## config.mk

```make
export PLATFORM = sky130hd
export DESIGN_NAME = i2c_target_responder
export DESIGN_NICKNAME = d
export VERILOG_FILES = /design/src/rtl/i2c_target_responder.sv
export SDC_FILE = /design/constraint.sdc
export NUM_CORES = 1
export LEC_CHECK = 0
export CORE_UTILIZATION = 55
export DETAILED_ROUTE_END_ITERATION = 8
export GPL_ROUTABILITY_DRIVEN = 0
export PLACE_DENSITY = 0.87
export SYNTH_ARGS = -nofsm -noshare
export SYNTH_HDL_FRONTEND = slang
export SYNTH_SLANG_ARGS = --single-unit
```

## constraint.sdc

```tcl
create_clock -name clk_i -period 4.49 [get_ports clk_i]
set_clock_uncertainty 0.05 [all_clocks]
set_input_delay 0.898 -clock clk_i [delete_from_list [all_inputs] [get_ports clk_i]]
set_output_delay 0.898 -clock clk_i [all_outputs]
set_load 0.01 [all_outputs]
```

## src/rtl/i2c_target_responder.sv

```systemverilog
// I2C target: 7-bit address match, byte write strobes and read byte requests via SDA open-drain enable.
// Latency: ~3 clk_i from pin edge to action; no backpressure, rd_data_i is sampled only in the rd_req_o cycle.
module i2c_target_responder #(
  parameter logic [6:0] TGT_ADDR = 7'h22
) (
  input  logic       clk_i,
  input  logic       rst_n_i,
  input  logic       scl_i,
  input  logic       sda_i,
  output logic       sda_oe_o,
  output logic       start_o,
  output logic       stop_o,
  output logic       busy_o,
  output logic       wr_valid_o,
  output logic [7:0] wr_data_o,
  output logic       rd_req_o,
  input  logic [7:0] rd_data_i
);

  typedef enum logic [2:0] {
    IDLE, ADDR, ADDR_ACK, WR_DATA, WR_ACK, RD_LOAD, RD_DATA, RD_ACK
  } state_t;

  state_t     state, state_nxt;
  logic [1:0] rst_sync;
  logic       rst_n;
  logic [2:0] scl_q, sda_q;
  logic       sda_s, scl_rise, scl_fall, start_det, stop_det;
  logic [7:0] sh, sh_nxt;
  logic [2:0] cnt, cnt_nxt;
  logic       rw, rw_nxt;
  logic       busy_nxt, oe_nxt, start_nxt, stop_nxt, wr_valid_nxt;
  logic [7:0] wr_data_nxt;

  // Assert immediately, release synchronously to clk_i.
  always_ff @(posedge clk_i or negedge rst_n_i) begin
    if (!rst_n_i) rst_sync <= 2'b00;
    else          rst_sync <= {rst_sync[0], 1'b1};
  end
  assign rst_n = rst_sync[1];

  assign sda_s     = sda_q[1];
  assign scl_rise  = scl_q[1] & ~scl_q[2];
  assign scl_fall  = ~scl_q[1] & scl_q[2];
  assign start_det = scl_q[1] & scl_q[2] & ~sda_q[1] & sda_q[2];
  assign stop_det  = scl_q[1] & scl_q[2] & sda_q[1] & ~sda_q[2];
  assign rd_req_o  = (state == RD_LOAD);

  always_ff @(posedge clk_i or negedge rst_n) begin
    if (!rst_n) begin
      state      <= IDLE;
      scl_q      <= 3'b111;
      sda_q      <= 3'b111;
      sh         <= 8'h00;
      cnt        <= 3'd0;
      rw         <= 1'b0;
      busy_o     <= 1'b0;
      sda_oe_o   <= 1'b0;
      start_o    <= 1'b0;
      stop_o     <= 1'b0;
      wr_valid_o <= 1'b0;
      wr_data_o  <= 8'h00;
    end else begin
      state      <= state_nxt;
      scl_q      <= {scl_q[1:0], scl_i};
      sda_q      <= {sda_q[1:0], sda_i};
      sh         <= sh_nxt;
      cnt        <= cnt_nxt;
      rw         <= rw_nxt;
      busy_o     <= busy_nxt;
      sda_oe_o   <= oe_nxt;
      start_o    <= start_nxt;
      stop_o     <= stop_nxt;
      wr_valid_o <= wr_valid_nxt;
      wr_data_o  <= wr_data_nxt;
    end
  end

  always_comb begin
    state_nxt    = state;
    sh_nxt       = sh;
    cnt_nxt      = cnt;
    rw_nxt       = rw;
    busy_nxt     = busy_o;
    oe_nxt       = sda_oe_o;
    start_nxt    = 1'b0;
    stop_nxt     = 1'b0;
    wr_valid_nxt = 1'b0;
    wr_data_nxt  = wr_data_o;
    if (stop_det) begin
      stop_nxt  = 1'b1;
      busy_nxt  = 1'b0;
      oe_nxt    = 1'b0;
      state_nxt = IDLE;
      sh_nxt    = 8'h00;
      cnt_nxt   = 3'd0;
    end else if (start_det) begin
      start_nxt = 1'b1;
      oe_nxt    = 1'b0;
      state_nxt = ADDR;
      sh_nxt    = 8'h00;
      cnt_nxt   = 3'd0;
    end else begin
      case (state)
        IDLE: oe_nxt = 1'b0;
        ADDR: begin
          if (scl_rise) begin
            sh_nxt  = {sh[6:0], sda_s};
            cnt_nxt = cnt + 3'd1;
            if (cnt == 3'd7) begin
              if (sh[6:0] == TGT_ADDR) begin
                state_nxt = ADDR_ACK;
                rw_nxt    = sda_s;
                busy_nxt  = 1'b1;
              end else begin
                state_nxt = IDLE;
              end
            end
          end
        end
        // First SCL fall starts the ACK, second ends it; a read hands over at the ACK clock's rise
        // so the first data bit can replace the ACK on the following fall.
        ADDR_ACK, WR_ACK: begin
          if (scl_fall) begin
            if (!sda_oe_o) begin
              oe_nxt = 1'b1;
            end else if (!(state == ADDR_ACK && rw)) begin
              oe_nxt    = 1'b0;
              state_nxt = WR_DATA;
            end
          end else if (scl_rise && sda_oe_o && state == ADDR_ACK && rw) begin
            state_nxt = RD_LOAD;
          end
        end
        WR_DATA: begin
          if (scl_rise) begin
            sh_nxt  = {sh[6:0], sda_s};
            cnt_nxt = cnt + 3'd1;
            if (cnt == 3'd7) begin
              wr_data_nxt  = {sh[6:0], sda_s};
              wr_valid_nxt = 1'b1;
              state_nxt    = WR_ACK;
            end
          end
        end
        RD_LOAD: begin
          sh_nxt    = rd_data_i;
          cnt_nxt   = 3'd0;
          state_nxt = RD_DATA;
        end
        RD_DATA: begin
          if (scl_fall) begin
            oe_nxt = ~sh[7];
            sh_nxt = {sh[6:0], 1'b0};
          end else if (scl_rise) begin
            cnt_nxt = cnt + 3'd1;
            if (cnt == 3'd7) state_nxt = RD_ACK;
          end
        end
        RD_ACK: begin
          if (scl_fall) begin
            oe_nxt = 1'b0;
          end else if (scl_rise) begin
            oe_nxt    = 1'b0;
            state_nxt = sda_s ? IDLE : RD_LOAD;
          end
        end
        default: state_nxt = IDLE;
      endcase
    end
  end

endmodule

```

Word-level counts from Yosys, hierarchy flattened
Cells that the tools add are included.

Register bits: 36. Output and inout port bits: 14.

Bitwise logic cells: 14. $add $sub $neg: 1. Reduce and logical (&&, ||, !) cells: 21. Equality and inequality tests: 26. Mux-type cells: 51.

Operators by type and width (count): 3-bit two-way mux (20); 4-bit inequality test, second input constant (11); 8-bit two-way mux (4); 8-bit case mux with 3 select lines (1); 1-bit two-way mux (22); 5-bit inequality test, second input constant (4); 3-bit case mux with 6 select lines (1); 3-bit == test, second input constant (5); 13-bit AND reduction (1); 5-bit AND reduction (2); 3-bit case mux with 3 select lines (1); 2-bit nonzero test (4); 8-bit nonzero test (1); 1-bit AND (7); 7-bit by 6-bit == test with 1-bit output, second input constant (1); 1-bit inverter (7); 3-bit by 2-bit == test with 1-bit output, second input constant (2); 6-bit AND reduction (1); 6-bit nonzero test (1); 5-bit nonzero test (1); 1-bit logical AND (4); 4-bit by 1-bit inequality test with 1-bit output, second input constant (1); 1-bit case mux with 4 select lines (1); 4-bit AND reduction (1); other kinds (8) (9).

Longest topological paths before layout
Depth after elaboration: 10. Mapped depth: 8.

Worst setup path before layout
No wires, ideal clock.

Kind: reg2out. Start point: register state[1]. End point: output port rd_req_o. Setup slack: 2325 ps. Data required time: 3542 ps. Path buffers: 2. Stages on the path, launching flop included: 6. Arrival time: 1217 ps. Path through: dfrtp_1 -> clkbuf_1 -> nor2b_1 -> clkbuf_1 -> nand2_1 -> inv_1.

Cells in the longest elaborated chain, start to end: 1.

Ends and longest elaborated chain: start: declaration (RTL line 24) `state_t state, state_nxt;`; start signal: assignment (RTL line 64) `state <= state_nxt;`; 3-bit == test (RTL line 47) `assign rd_req_o = (state == RD_LOAD);`; end: declaration (RTL line 16) `output logic rd_req_o,`.

Every way passes these cells.

Worst setup path in the final report
Start point: register state[0]. End point: output port rd_req_o.

The elaborated chain is that of the path after synthesis.

==> metrics.md <==
| Metric | Value |
|---|---|
| H-tree depth | 2 |
| Pwr dens | 535 mW/mm^2 |
| Relative slew slack | 43.3% |
| Drt first pass iters | 4 |
| Min-Delay Path Class | reg2async |
| R2r startpoint | state[2] |
| Die height | 60.4 um |
| Io pins | 26 |
| Max cap viols | 0 |
| Worst path bufs/invs | 2 |
| Worst skew pair latency | 340 ps |
| Final setup viols | 0 |
| Worst path max stage delay | 700 ps |
| Post-DP HPWL | 2920 um |
| Placed cell area | 0.00212 mm^2 |
| Peak VDD IR | 0.318 mV |
| Postcts setup bufs | 0 |
| Fin area | 0.00219 mm^2 |
| Worst setup SP type | flip-flop |
| Syn Area/Cell | 10.5 um^2 |
| Synth warn | 0 |
| Number of synthesized flops with an enable pin | 0 |
| Final Max Tran Viols | 0 |
| Fraction of layout cells with a size suffix above 1 | 18.5% |
| Largest net degree at the start of global routing | 31 |
| Distinct cell type count after synthesis | 45 |
| Port Buffers | 25 |
| Fin crit period | 3570 ps |
| CTS Root Buffer Type | clkbuf_4 |
| Die area | 0.00365 mm^2 |
| Post-Syn Instances | 179 |
| Critical path, cell by cell | nor2b_1 > nand2_1 > inv_1 > clkdlybuf4s50_1 |
| CP Class | reg2out |
| Reg clk slew, reported paths | 100 ps |
| Fin Setup TNS | 0 ps |
| CTS Hold Bufs | 0 |
| Initial antenna violation count | 0 |
| R2r endpoint | state[2] |
| Worst slew pin tran | 851 ps |
| Syn Std Cell Area | 0.00188 mm^2 |
| Status | finished clean |
| Nets | 216 |
| Most frequent cells in the layout | 30 x dfrtp_1, 25 x clkdlybuf4s50_1, 19 x mux2_2 |
| Leak | 0.961 nW |
| Global-route wire length before repair | 6600 um |
| Number of antenna diodes | 0 |
| Row count | 20 |
| Drt via density | 5.84 |
| DRC marker count from the first detailed-route iteration | 72 |
| Slowest CP cell | dfrtp_1 |
| Post-place setup slack | 1340 ps |
| CTS resizes | 0 |
| Vias in the first global route | 1399 |
| CTS Sinks | 36 |
| TritonCTS clock tree | done |
| Core Area | 0.00315 mm^2 |
| Total track usage | 25.7% |
| Cells on worst reg2reg path | 5 |
| Crit path DAT | 2620 ps |
| Total grt overflow | 0 |
| CP delay by family, top | simple AND/OR/NAND/NOR gates |
| Total CTS buffers | 5 |
| Final hold viol count | 0 |
| Fillers | 225 |
| Fmax | 280 MHz |
| Mapped Nets | 196 |
| Area Overhead vs Synth | 16.8% |
| Initial Utilization | 59.5% |
| Final WS setup | 924 ps |
| Ys flop type | dfrtp_1 |
| Clock buffer depth | 2 |
| DRC Markers | 0 |
| Commonest non-fill, non-tap cell in the layout | dfrtp_1 |
| Routed WL | 4040 um |
| Die X | 60.4 um |
| Async set-reset flop share out of synthesis | 100% |
| Reg2reg setup slack | 1780 ps |
| Final cycle utilization of the critical path | 79.4% |
| Vias | 1424 |
| Worst Path Required | 3540 ps |
| CP endpoint kind | output port |
| Antenna Nets Post-Route | 0 |
| Post-synthesis sequential area ratio | 48.4% |
| Flops & latches, synth | 36 |
| Wire length per cell | 16.5 um |
| CP max FO | 20 |
| Unrepaired setup endpoints after global routing | false |
[cells by family (layout without fill, tap and decap cells)]
logic type	Yosys count	count (layout)	synth area share [%]
simple gates	56	56	16.0
buf+inv	21	42	5.14
xor+xnor	1	1	0.467
flops	36	36	48.4
other cells	1	1	0.200
mux	22	22	13.3
fa+ha+maj	5	5	3.34
compound gates	37	37	13.1
[power by group]
group,internal [W],leakage [nW],switching (W),total (W)
Sequential,0.000399,0.457,0.000127,0.000526
Clock,0.0000921,0.0386,0.000101,0.000193
Combinational,0.000235,0.465,0.000219,0.000453
Total,0.000726,0.961,0.000447,0.00117
[per-stage QoR]
step	instances	total power, W	hold WS, ps	util (%)
after floorplan	179	0.000861	281	-
after global placement	236	0.000940	11.6	67.3
after detailed placement	236	0.000979	23.0	67.3
after CTS	244	0.00117	27.5	69.5
after global routing	244	0.00126	47.7	69.5
final	244	0.00117	23.3	69.5
[registers in the layout, summed over array words and instances, names as in the netlist]
name        count
sh              8
wr_data_o       8
cnt             3
scl_q           3
sda_q           3
state           3
rst_sync        2
busy_o          1
rw              1
sda_oe_o        1
start_o         1
stop_o          1
wr_valid_o      1
[final cells by class]
type | instances | area [um^2] | area share [%]
repair buffers | 26 | 258 | 11.8
well taps | 44 | 55.1 | 2.51
inverters | 8 | 30.0 | 1.37
clock buffers | 8 | 68.8 | 3.14
flip-flops and latches | 36 | 908 | 41.5
multi-input cells | 122 | 871 | 39.7
[worst max-delay path by stage]
stage,start,to,slack (ps),cells after the start
4_1_cts,state[0],rd_req_o,960,4
3_3_place_gp,state[0],rd_req_o,1460,4
5_1_grt,state[0],rd_req_o,740,4
6_report,state[0],rd_req_o,920,4
3_5_place_dp,state[0],rd_req_o,1340,4
2_1_floorplan,state[1],rd_req_o,2320,5
[synth_stat cells (2+ instances only)]
cell | count | share of area (%)
dfrtp_1 | 30 | 40
mux2_2 | 19 | 11
a21oi_1 | 15 | 4.0
nand2_1 | 15 | 3.0
clkbuf_1 | 9 | 1.8
nor2_1 | 9 | 1.8
nand3_1 | 8 | 2.1
inv_1 | 7 | 1.4
dfstp_2 | 6 | 8.4
ha_1 | 5 | 3.3
nor2b_1 | 5 | 1.7
o21ai_0 | 5 | 1.3
nand2b_1 | 4 | 1.3
nor3_1 | 4 | 1.1
and3_1 | 3 | 1.0
buf_2 | 2 | 0.53
buf_6 | 2 | 1.2
mux2i_1 | 2 | 1.1
nand4_1 | 2 | 0.67
o221ai_1 | 2 | 0.93
[layer usage]
| layer | global-route usage [%] | part of all wire (%) | wire, um | vias up |
|---|---|---|---|---|
| li1 | - | - | - | 680 |
| met1 | 32.2 | 40 | 1620 | 677 |
| met2 | 42.7 | 53 | 2130 | 56 |
| met3 | 5.97 | 4.6 | 187 | 11 |
| met4 | 11.3 | 2.6 | 105 | 0 |
| met5 | 0 | 0 | 0 | - |
Power figures use the tool's default switching activity.
